`config.mk`:
```
export PLATFORM = sky130hd
export DESIGN_NAME = axi_uart_cmd_parser
export DESIGN_NICKNAME = d
export VERILOG_FILES = /design/src/rtl/axi_uart_cmd_parser.sv
export SDC_FILE = /design/constraint.sdc
export NUM_CORES = 1
export LEC_CHECK = 0
export CORE_MARGIN = 2
export CORE_UTILIZATION = 46
export CTS_BUF_LIST = sky130_fd_sc_hd__clkbuf_16
export DETAILED_ROUTE_END_ITERATION = 7
export PLACE_DENSITY_LB_ADDON = 0.25
export SYNTH_ARGS = -nofsm -noshare
export SYNTH_HDL_FRONTEND = slang
export SYNTH_SLANG_ARGS = --single-unit
```
`constraint.sdc`:
```
create_clock -name i_Clock -period 2.2 [get_ports i_Clock]
set_input_delay 0.33 -clock i_Clock [delete_from_list [all_inputs] [get_ports i_Clock]]
set_output_delay 0.33 -clock i_Clock [all_outputs]
set_load 0.03 [all_outputs]
```
`src/rtl/axi_uart_cmd_parser.sv`:
```
// axi_uart_cmd_parser
// Frames the UART receive byte stream into 32-bit read/write commands:
//   A5, opcode, addr[7:0] .. addr[31:24], then data[7:0] .. data[31:24] for writes.
// Each finished command is offered on a valid/ready port to the AXI master bridge.
// o_Err pulses once for a bad opcode, an inter-byte timeout, or a byte that
// arrives while a command is still waiting (overrun).
module axi_uart_cmd_parser #(
   parameter logic [7:0] SYNC_BYTE    = 8'hA5,
   parameter logic [7:0] OP_WRITE     = 8'h01,
   parameter logic [7:0] OP_READ      = 8'h02,
   parameter int         TIMEOUT_CLKS = 3470
) (
   input  logic        i_Clock,
   input  logic        i_Rst_L,
   input  logic        i_RX_DV,
   input  logic [7:0]  i_RX_Byte,
   output logic        o_Cmd_Valid,
   input  logic        i_Cmd_Ready,
   output logic        o_Cmd_Write,
   output logic [31:0] o_Cmd_Addr,
   output logic [31:0] o_Cmd_Data,
   output logic        o_Err,
   output logic [1:0]  o_Err_Code
);

   localparam int TW = $clog2(TIMEOUT_CLKS);
   // The counter reads 0 in the first idle cycle after a byte. The frame is
   // aborted on the edge where it would step to TIMEOUT_CLKS-1; a byte sampled
   // on that same edge still wins.
   localparam logic [TW-1:0] TMO_LAST = TW'(TIMEOUT_CLKS - 2);

   localparam logic [1:0] ERR_OPCODE  = 2'b01;
   localparam logic [1:0] ERR_TIMEOUT = 2'b10;
   localparam logic [1:0] ERR_OVERRUN = 2'b11;

   typedef enum logic [2:0] {
      S_IDLE   = 3'd0,
      S_OPCODE = 3'd1,
      S_ADDR   = 3'd2,
      S_DATA   = 3'd3,
      S_ISSUE  = 3'd4
   } state_t;

   state_t        state_q, state_d;
   logic [1:0]    byte_cnt_q, byte_cnt_d;
   logic [TW-1:0] tmo_cnt_q, tmo_cnt_d;
   logic [31:0]   addr_q, addr_d;
   logic [31:0]   data_q, data_d;
   logic          write_q, write_d;
   logic          err_q, err_d;
   logic [1:0]    err_code_q, err_code_d;
   logic          in_frame;
   logic          tmo_hit;

   // State and datapath registers; reset drops any partial or pending frame silently.
   always_ff @(posedge i_Clock or negedge i_Rst_L) begin
      if (!i_Rst_L) begin
         state_q    <= S_IDLE;
         byte_cnt_q <= '0;
         tmo_cnt_q  <= '0;
         addr_q     <= '0;
         data_q     <= '0;
         write_q    <= 1'b0;
         err_q      <= 1'b0;
         err_code_q <= '0;
      end else begin
         state_q    <= state_d;
         byte_cnt_q <= byte_cnt_d;
         tmo_cnt_q  <= tmo_cnt_d;
         addr_q     <= addr_d;
         data_q     <= data_d;
         write_q    <= write_d;
         err_q      <= err_d;
         err_code_q <= err_code_d;
      end
   end

   // Next-state, byte assembly, inter-byte timeout and error classification.
   always_comb begin
      state_d    = state_q;
      byte_cnt_d = byte_cnt_q;
      tmo_cnt_d  = tmo_cnt_q;
      addr_d     = addr_q;
      data_d     = data_q;
      write_d    = write_q;
      err_d      = 1'b0;
      err_code_d = err_code_q;

      in_frame = (state_q == S_OPCODE) || (state_q == S_ADDR) || (state_q == S_DATA);
      tmo_hit  = in_frame && !i_RX_DV && (tmo_cnt_q == TMO_LAST);

      if (in_frame)
         tmo_cnt_d = i_RX_DV ? '0 : tmo_cnt_q + TW'(1);

      case (state_q)
         S_IDLE: begin
            if (i_RX_DV && (i_RX_Byte == SYNC_BYTE))
               state_d = S_OPCODE;
         end
         S_OPCODE: begin
            if (i_RX_DV) begin
               if ((i_RX_Byte == OP_WRITE) || (i_RX_Byte == OP_READ)) begin
                  write_d    = (i_RX_Byte == OP_WRITE);
                  byte_cnt_d = '0;
                  data_d     = '0;
                  state_d    = S_ADDR;
               end else begin
                  err_d      = 1'b1;
                  err_code_d = ERR_OPCODE;
                  state_d    = S_IDLE;
               end
            end else if (tmo_hit) begin
               err_d      = 1'b1;
               err_code_d = ERR_TIMEOUT;
               state_d    = S_IDLE;
            end
         end
         S_ADDR, S_DATA: begin
            if (i_RX_DV) begin
               if (state_q == S_ADDR)
                  addr_d[{byte_cnt_q, 3'b000} +: 8] = i_RX_Byte;
               else
                  data_d[{byte_cnt_q, 3'b000} +: 8] = i_RX_Byte;
               // 2-bit counter wraps to 0 after the 4th byte, ready for the data phase.
               byte_cnt_d = byte_cnt_q + 2'd1;
               if (byte_cnt_q == 2'd3)
                  state_d = (state_q == S_ADDR && write_q) ? S_DATA : S_ISSUE;
            end else if (tmo_hit) begin
               err_d      = 1'b1;
               err_code_d = ERR_TIMEOUT;
               state_d    = S_IDLE;
            end
         end
         S_ISSUE: begin
            // Any byte here is dropped, sync included; the pending command stays intact.
            if (i_RX_DV) begin
               err_d      = 1'b1;
               err_code_d = ERR_OVERRUN;
            end
            if (i_Cmd_Ready)
               state_d = S_IDLE;
         end
         default: state_d = S_IDLE;
      endcase

      if ((state_d == S_IDLE) || (state_d == S_ISSUE))
         tmo_cnt_d = '0;
   end

   assign o_Cmd_Valid = (state_q == S_ISSUE);
   assign o_Cmd_Write = write_q;
   assign o_Cmd_Addr  = addr_q;
   assign o_Cmd_Data  = data_q;
   assign o_Err       = err_q;
   assign o_Err_Code  = err_code_q;

endmodule

```
**After elaboration in Yosys (flattened, before gate mapping)**

Cells that the tools add are included.

- Flip-flop bits (word level): 85
- Input bits: 12
- Output and inout port bits: 69
- Word-level logic and storage cells: 85

- $add $sub $neg: 3
- Equality and inequality tests: 17
- Shift operators: 2
- Muxes and demuxes: 35
- Reductions and logical operators: 20

Operators by type and width:

| kind | number |
|---|---|
| 32-bit 2-to-1 mux | 4 |
| 32-bit bitwise mux | 2 |
| 32-bit one-hot mux with 2 select lines | 1 |
| 12-bit 2-to-1 mux | 3 |
| 8-bit by 7-bit variable shift with 32-bit output, first input constant | 1 |
| 8-bit by 7-bit indexed part select with 32-bit output | 1 |
| 3-bit 2-to-1 mux | 7 |
| 2-bit 2-to-1 mux | 9 |
| 12-bit by 1-bit adder with 12-bit output, second input constant | 1 |
| 12-bit == test, second input constant | 1 |
| 3-bit one-hot mux with 4 select lines | 1 |
| 2-bit inequality test, second input constant | 5 |
| 8-bit by 1-bit == test with 1-bit output, second input constant | 1 |
| 8-bit by 2-bit == test with 1-bit output, second input constant | 1 |
| 8-bit == test, second input constant | 1 |
| 4-bit AND reduction | 2 |
| 5-bit negator with 7-bit output | 1 |
| 3-bit by 2-bit == test with 1-bit output, second input constant | 2 |
| 3-bit == test, second input constant | 2 |
| 3-bit logical NOT | 2 |
| 2-bit one-hot mux with 3 select lines | 1 |
| 3-bit AND reduction | 2 |
| 1-bit 2-to-1 mux | 5 |
| 5-bit AND reduction | 1 |
| other kinds (13) | 20 |

**Longest topological paths before layout**

Gate-level depths: netlist (run 1).

- Depth in word-level cells: 11
- Mapped depth: 7
- Gate-level depth less buffers: 6

**Least setup slack after synthesis (run 1)**

OpenSTA, ideal clock, no wires.

- Path kind: reg2reg
- Start: register byte_cnt_q[0]
- End: register data_q[16], in the netlist o_Cmd_Data[16]
- Setup time: 66 ps
- Arrival time: 1,933 ps
- Required time: 2,134 ps
- Path slack: 201 ps
- Stages on the path, launching flop included: 8
- Buffers on the path: 1
- Clock period less this slack: 1,999 ps
- Path through: dfrtp_1 -> inv_1 -> ha_1 -> inv_1 -> nor3_2 -> and3_1 -> clkbuf_1 -> a22o_1

- Cells in the longest elaborated chain, start to end: 6
- Elaborated cells on any way between the ends: 7
- Classes of those cells: add/sub (1); shift (2); mux (4)

RTL lines:

| what | line | text |
|---|---|---|
| start: declaration | 45 | `logic [1:0] byte_cnt_q, byte_cnt_d;` |
| start signal: assignment | 68 | `byte_cnt_q <= byte_cnt_d;` |
| 5-bit negator with 7-bit output * | 123 | `data_d[{byte_cnt_q, 3'b000} +: 8] = i_RX_Byte;` |
| 8-bit by 7-bit indexed part select with 32-bit output / 8-bit by 7-bit variable shift with 32-bit output (equally long branches) | 123 |  |
| 32-bit bitwise mux * | 123 |  |
| 32-bit 2-to-1 mux * | 120 | `if (state_q == S_ADDR)` |
| 32-bit 2-to-1 mux * | 119 | `if (i_RX_DV) begin` |
| 32-bit one-hot mux with 2 select lines * | 95 | `case (state_q)` |
| end signal: assignment | 71 | `data_q <= data_d;` |
| end: declaration | 48 | `logic [31:0] data_q, data_d;` |

Every way passes the cells marked *; elsewhere a longest branch is shown, timed or not. The select of a mux whose other input is x is not followed.
A chain may end at the register's enable or synchronous reset.

**Final worst setup path (run 1)**

- Start: register tmo_cnt_q[4]
- End: register tmo_cnt_q[3]

- Cells in the longest elaborated chain, start to end: 8
- Elaborated cells on any way between the ends: 11
- Classes of those cells: eq/ne (2); mux (5); reduce/logical (4)

RTL lines:

| what | line | text |
|---|---|---|
| start: declaration | 46 | `logic [TW-1:0] tmo_cnt_q, tmo_cnt_d;` |
| start signal: assignment | 69 | `tmo_cnt_q <= tmo_cnt_d;` |
| 12-bit == test * | 90 | `tmo_hit = in_frame && !i_RX_DV && (tmo_cnt_q == TMO_LAST);` |
| 1-bit logical AND * | 90 |  |
| 3-bit 2-to-1 mux * | 112, 128 |  |
| 3-bit 2-to-1 mux, on equally long branches | 119, 101 |  |
| 3-bit one-hot mux with 4 select lines * | 95 |  |
| 3-bit == test / 3-bit logical NOT (equally long branches) | 146 | `if ((state_d == S_IDLE) \|\| (state_d == S_ISSUE))` |
| 1-bit logical OR * | 146 |  |
| 12-bit 2-to-1 mux / 2-bit nonzero test (equally long branches) | n/a |  |

Every way passes the cells marked *; elsewhere a longest branch is shown, timed or not.

==> impl_metrics.env, run 1 <==
export IMPL_outcome="finished, final reports clean"
export IMPL_fmax_ghz=0.493
export IMPL_vias=3530
export IMPL_drtIter0Drc=237
export IMPL_r2r_slack_ps=170
export IMPL_initial_core_util_pct=46.7
export IMPL_synth_fp_nets=423
export IMPL_r2r_start="tmo_cnt_q[4]"
export IMPL_setup_tns_ps=0
export IMPL_worstPathCellList="or4_1, or4_4, o22ai_4, a22oi_1"
export IMPL_reg2reg_depth=4
export IMPL_crit_required_ps=2390
export IMPL_remaining_drc_errors=0
export IMPL_synth_seq_cells=85
export IMPL_synthArstFlopShare_pct=100
export IMPL_cp_arrival_ps=2220
export IMPL_synth_edf_count=0
export IMPL_track_usage_pct=23.3
export IMPL_n_antenna_cell=0
export IMPL_fin_util_pct=64.0
export IMPL_setup_viol=0
export IMPL_clock_latency_ps=330
export IMPL_wl_per_cell_um=17.0
export IMPL_clock_sinks=85
export IMPL_r2r_end="tmo_cnt_q[3]"
export IMPL_htreeDepth=3
export IMPL_cp_start_kind="register"
export IMPL_die_w_um=97.4
export IMPL_cts_buffer_depth=2
export IMPL_wirelength_um=10700
export IMPL_post_synth_num_cell_types=54
export IMPL_dp_hpwl_um=7740
export IMPL_overflow=0
export IMPL_detail_route_first_pass_iterations=4
export IMPL_dpl_instance_area_um2=5200
export IMPL_syn_area_um2=4020
export IMPL_area_growth_pct=36.9
export IMPL_drive_gt1_share_pct=14.4
export IMPL_cp_max_fo=12
export IMPL_ys_flop_type="dfrtp_1"
export IMPL_worstHoldPathType="reg -> reg"
export IMPL_io_pins=81
export IMPL_antenna_left=0
export IMPL_cts_inserted_buffers=9
export IMPL_cts_tree="built"
export IMPL_rows=34
export IMPL_antenna_found_initial=0
export IMPL_grt_pass1_vias=3460
export IMPL_clkTransAtPathRegs_ps=60
export IMPL_syn_inst=404
export IMPL_synth_seq_area_share_pct=53.0
export IMPL_synth_warnings=0
export IMPL_final_hold_viol_count=0
export IMPL_cts_root_buffer="clkbuf_16"
export IMPL_power_leakage_uw=0.00254
export IMPL_fin_crit_sh_pct=92.3
export IMPL_place_port_buffers=80
export IMPL_maxCapViolations=0
export IMPL_crit_type="reg -> reg"
export IMPL_vdd_ir_drop_max_mv=0.396
export IMPL_coreArea_um2=8590
export IMPL_slew_violations=0
export IMPL_gp_congestion=0.946
export IMPL_critPathLaunch="tmo_cnt_q[4]"
export IMPL_fin_crit_ps=2030
export IMPL_syn_mean_instance_area_um2=9.94
export IMPL_pwr_density_cell_nw_per_um2=588
export IMPL_stdcell_area_um2=5500
export IMPL_fin_skew_ps=9.74
export IMPL_slowest_delay_ps=560
export IMPL_final_cell_mix="nand2_1, dfrtp_1, clkdlybuf4s50_1"
export IMPL_tightest_slew_ps=561
export IMPL_fin_nets=536
export IMPL_endpoint="tmo_cnt_q[3]"
export IMPL_slowest_stage="or4_1"
export IMPL_grt_pass1_wl_um=17700
export IMPL_grt_max_degree=51
export IMPL_final_common_cell="nand2_1"
export IMPL_fp_dieArea_um2=9490
export IMPL_die_h_um=97.4
export IMPL_worstSetupEndpointType="register"
export IMPL_vias_per_cell=5.61
export IMPL_grt_setup_unrepaired="no"
export IMPL_relSlewSlack_pct=62.5
[sequential cells by signal, indices dropped and copies added (netlist names)]
signal	count
state_q	3
tmo_cnt_q	12
o_Cmd_Addr	32
o_Err	1
o_Cmd_Data	32
o_Cmd_Write	1
byte_cnt_q	2
o_Err_Code	2
[cell usage after synthesis (6+ instances only)]
| master | instances | area (um2) |
|---|---|---|
| a21oi_1 | 6 | 30.0 |
| a22o_1 | 32 | 280 |
| and2_1 | 7 | 43.8 |
| buf_2 | 9 | 45.0 |
| clkbuf_1 | 14 | 52.6 |
| dfrtp_1 | 85 | 2130 |
| ha_1 | 7 | 87.6 |
| inv_1 | 12 | 45.0 |
| nand2_1 | 88 | 330 |
| nand3_1 | 37 | 185 |
| nor2_1 | 9 | 33.8 |
| nor3_1 | 10 | 50.1 |
| o21ai_0 | 10 | 50.1 |
| or4_1 | 6 | 45.0 |
[layer usage]
metal	global-route usage [%]	vias up	part of all wire [%]
met5	0	-	0
met4	7.69	0	1.5
met3	3.53	11	4.5
met2	39.0	110	50
met1	31.2	1734	44
li1	-	1675	-
[how the worst min path moves through the flow]
stage	start	to	slack, ps	depth (start not counted)
final	o_Cmd_Addr[16]	o_Cmd_Addr[16]	470	2
after detailed placement	i_Rst_L	o_Cmd_Data[19]	320	1
after floorplan	i_Rst_L	byte_cnt_q[0]	30	0
after global placement	i_Rst_L	o_Cmd_Data[19]	320	1
after global routing	o_Cmd_Addr[16]	o_Cmd_Addr[16]	490	2
after CTS	o_Cmd_Addr[14]	o_Cmd_Addr[14]	470	2
[critical path, delay by kind of cell, from the launching register on]
family             cells  cell delay [ps]
DFF                    1              370
AOI/OAI and AO/OA      2              500
and+or+nand+nor        2             1020
[kinds of logic after synthesis]
| kind of cell | synth area share (%) |
|---|---|
| buffers and inverters | 4.49 |
| AOI/OAI and AO/OA | 17.1 |
| and+or+nand+nor | 22.5 |
| xor gates and xnor gates | 0.218 |
| DFF | 53.0 |
| adders and majority gates | 2.18 |
| muxes | 0.530 |
[per-stage QoR]
stage | worst slack [ps] | std cells | power, uW | hold slack (ps)
floorplan | 201 | 404 | 1690 | 34.4
finish | 170 | 629 | 3240 | 468
CTS | 8.22 | 629 | 3250 | 469
global placement | -122 | 613 | 1810 | 321
detailed placement | -123 | 613 | 1810 | 324
global route | 61.9 | 629 | 3350 | 485
[report_power, final]
part	switching, uW	internal, uW
combinational	135	77.8
clock	585	863
sequential	4.91	1570
total	725	2510
[layout make-up]
type,count,area (um2)
Timing Repair Buffer,129,1190
Multi-Input combinational cell,280,1720
Fill cell,690,3100
Inverter,12,45.0
Sequential cell,85,2130
Tap cell,108,135
Clock inverter,6,56.3
Clock buffer,9,225
[timing repair]
item,CTS,global route
resized for setup,1,1
buffers inserted,0,0
hold buffers,1,0
cloned,0,0
endpoints found under the hold margin,35,0
endpoints found under the setup margin,1,9
Note: power is estimated with default switching activity, not from simulation.
==> run 2, diff against run 1 <==
--- a/config.mk
+++ b/config.mk
@@ -8,5 +8,4 @@
 export CORE_MARGIN = 2
 export CORE_UTILIZATION = 46
-export CTS_BUF_LIST = sky130_fd_sc_hd__clkbuf_16
 export DETAILED_ROUTE_END_ITERATION = 7
 export PLACE_DENSITY_LB_ADDON = 0.25
==> constraint.sdc (replaced) <==
create_clock -name i_Clock -period 2.2 [get_ports i_Clock]
set_input_delay 0.22 -clock i_Clock [delete_from_list [all_inputs] [get_ports i_Clock]]
set_output_delay 0.22 -clock i_Clock [all_outputs]
set_load 0.03 [all_outputs]
==> impl_metrics.env, run 2 (same netlist as run 1, synthesis figures left out) <==
export IMPL_power_frac_clock_pct=41.3
export IMPL_gp_congestion=0.861
export IMPL_slew_violations=0
export IMPL_fmax_ghz=0.492
export IMPL_stdcell_area_um2=5400
export IMPL_holdWs_ps=340
export IMPL_n_antenna_cell=0
export IMPL_cts_buffer_depth=2
export IMPL_setup_tns_ps=0
export IMPL_place_port_buffers=80
export IMPL_die_h_um=97.4
export IMPL_track_usage_pct=23.6
export IMPL_maxCapViolations=0
export IMPL_dp_cells=608
export IMPL_r2r_start="tmo_cnt_q[4]"
export IMPL_seqPwrFrac_pct=51.7
export IMPL_dp_hpwl_um=7720
export IMPL_area_growth_pct=34.5
export IMPL_final_hold_viol_count=0
export IMPL_fp_dieArea_um2=9490
export IMPL_fin_nets=531
export IMPL_p_int_uw=2300
export IMPL_wl_per_cell_um=17.2
export IMPL_antenna_left=0
export IMPL_cp_start_kind="register"
export IMPL_rows=34
export IMPL_vias_per_cell=5.71
export IMPL_fillers=732
export IMPL_relSlewSlack_pct=69.1
export IMPL_cts_inserted_buffers=9
export IMPL_worstSetupEndpointType="register"
export IMPL_dpl_instance_area_um2=5160
export IMPL_coreArea_um2=8590
export IMPL_fin_crit_sh_pct=92.4
export IMPL_grt_pass1_vias=3483
export IMPL_grt_setup_unrepaired="no"
export IMPL_crit_required_ps=2420
export IMPL_cts_root_buffer="clkbuf_8"
export IMPL_final_cell_mix="nand2_1, dfrtp_1, clkdlybuf4s50_1"
export IMPL_stdcell_count=625
export IMPL_cp_max_fo=12
export IMPL_die_w_um=97.4
export IMPL_remaining_drc_errors=0
export IMPL_cp_arrival_ps=2260
export IMPL_vias=3571
export IMPL_crit_type="reg -> reg"
export IMPL_reg2reg_depth=4
export IMPL_grt_pass1_wl_um=17900
export IMPL_post_cts_buffers=0
export IMPL_drive_gt1_share_pct=13.9
export IMPL_setup_viol=0
export IMPL_pwr_density_cell_nw_per_um2=563
export IMPL_antenna_found_initial=0
export IMPL_switchingPower_uw=746
export IMPL_vdd_ir_drop_max_mv=0.268
export IMPL_r2r_slack_ps=170
export IMPL_grt_max_degree=53
export IMPL_cts_tree="built"
export IMPL_worstHoldPathType="in -> async"
export IMPL_wirelength_um=10800
export IMPL_clock_latency_ps=370
export IMPL_p_comb_share_pct=7.1
export IMPL_io_pins=81
export IMPL_r2r_end="tmo_cnt_q[3]"
export IMPL_fin_skew_ps=8.58
export IMPL_tightest_slew_ps=462
export IMPL_clock_sinks=85
export IMPL_initial_core_util_pct=46.7
export IMPL_detail_route_first_pass_iterations=5
export IMPL_drtIter0Drc=181
export IMPL_overflow=0
export IMPL_htreeDepth=3
export IMPL_switching_share_pct=24.5
export IMPL_fin_crit_ps=2030
export IMPL_power_leakage_uw=0.00247
export IMPL_final_common_cell="nand2_1"
export IMPL_clkTransAtPathRegs_ps=90
export IMPL_outcome="finished, final reports clean"
-- run 2: final cells by class --
cell class	count	area, um2	area share (%)
flip-flops and latches	85	2130	39.4
multi-input cells	280	1720	31.8
repair buffers	124	1150	21.4
well taps	108	135	2.50
clock buffers	10	128	2.36
clock inverters	6	95.1	1.76
inverters	12	45.0	0.834
-- run 2: routing by layer --
metal  vias up  GRT usage (%)  wire length, um  share of wire (%)
met2       107           38.9             5420                 50
met1      1796           31.5             4710                 44
li1       1660              -                -                  -
met5         -              0                0                  0
met4         0           8.44              125                1.2
met3         8           4.10              507                4.7
-- run 2: through the flow --
step                setup WS [ps]  util (%)  total power, uW
floorplan                     201         -             1690
global placement            -27.7      60.1             1810
detailed placement          -96.7      60.1             1820
CTS                           159      62.9             3060
global route                 81.5      62.9             3150
finish                        167      62.9             3040
-- run 2: how the worst max path moves through the flow --
| stage | cells after the start | from | end |
|---|---|---|---|
| CTS | 4 | tmo_cnt_q[4] | tmo_cnt_q[3] |
| floorplan | 7 | byte_cnt_q[0] | o_Cmd_Data[16] |
| global route | 4 | tmo_cnt_q[4] | tmo_cnt_q[3] |
| global placement | 5 | i_RX_DV | tmo_cnt_q[4] |
| detailed placement | 5 | i_RX_DV | tmo_cnt_q[3] |
| finish | 4 | tmo_cnt_q[4] | tmo_cnt_q[3] |
-- run 2: repair_timing --
item                                    CTS  global route
hold endpoints to repair                 33             0
endpoints found under the setup margin    2             0
hold buffers                              1             0
gates resized for setup                   2             0
-- run 2: power by group through the flow --
stage / Sequential (uW) / Clock [uW] / Combinational (uW)
after floorplan: 1610 / 0 / 78.5
after global placement: 1600 / 0 / 209
after detailed placement: 1600 / 0 / 214
after CTS: 1570 / 1270 / 216
after global routing: 1570 / 1340 / 234
final: 1570 / 1260 / 215
-- run 2: critical path, stage by stage, from the launching register on --
cell     delay, ps
dfrtp_1        400
or4_1          540
or4_4          450
o22ai_4        330
a22oi_1        170
==> run 3, diff against run 2 <==
Settings changed: CTS_CLUSTER_SIZE set to 25.
==> results of run 3 <==
Same layout as run 2: the final DEF is identical, and so are final timing and power.
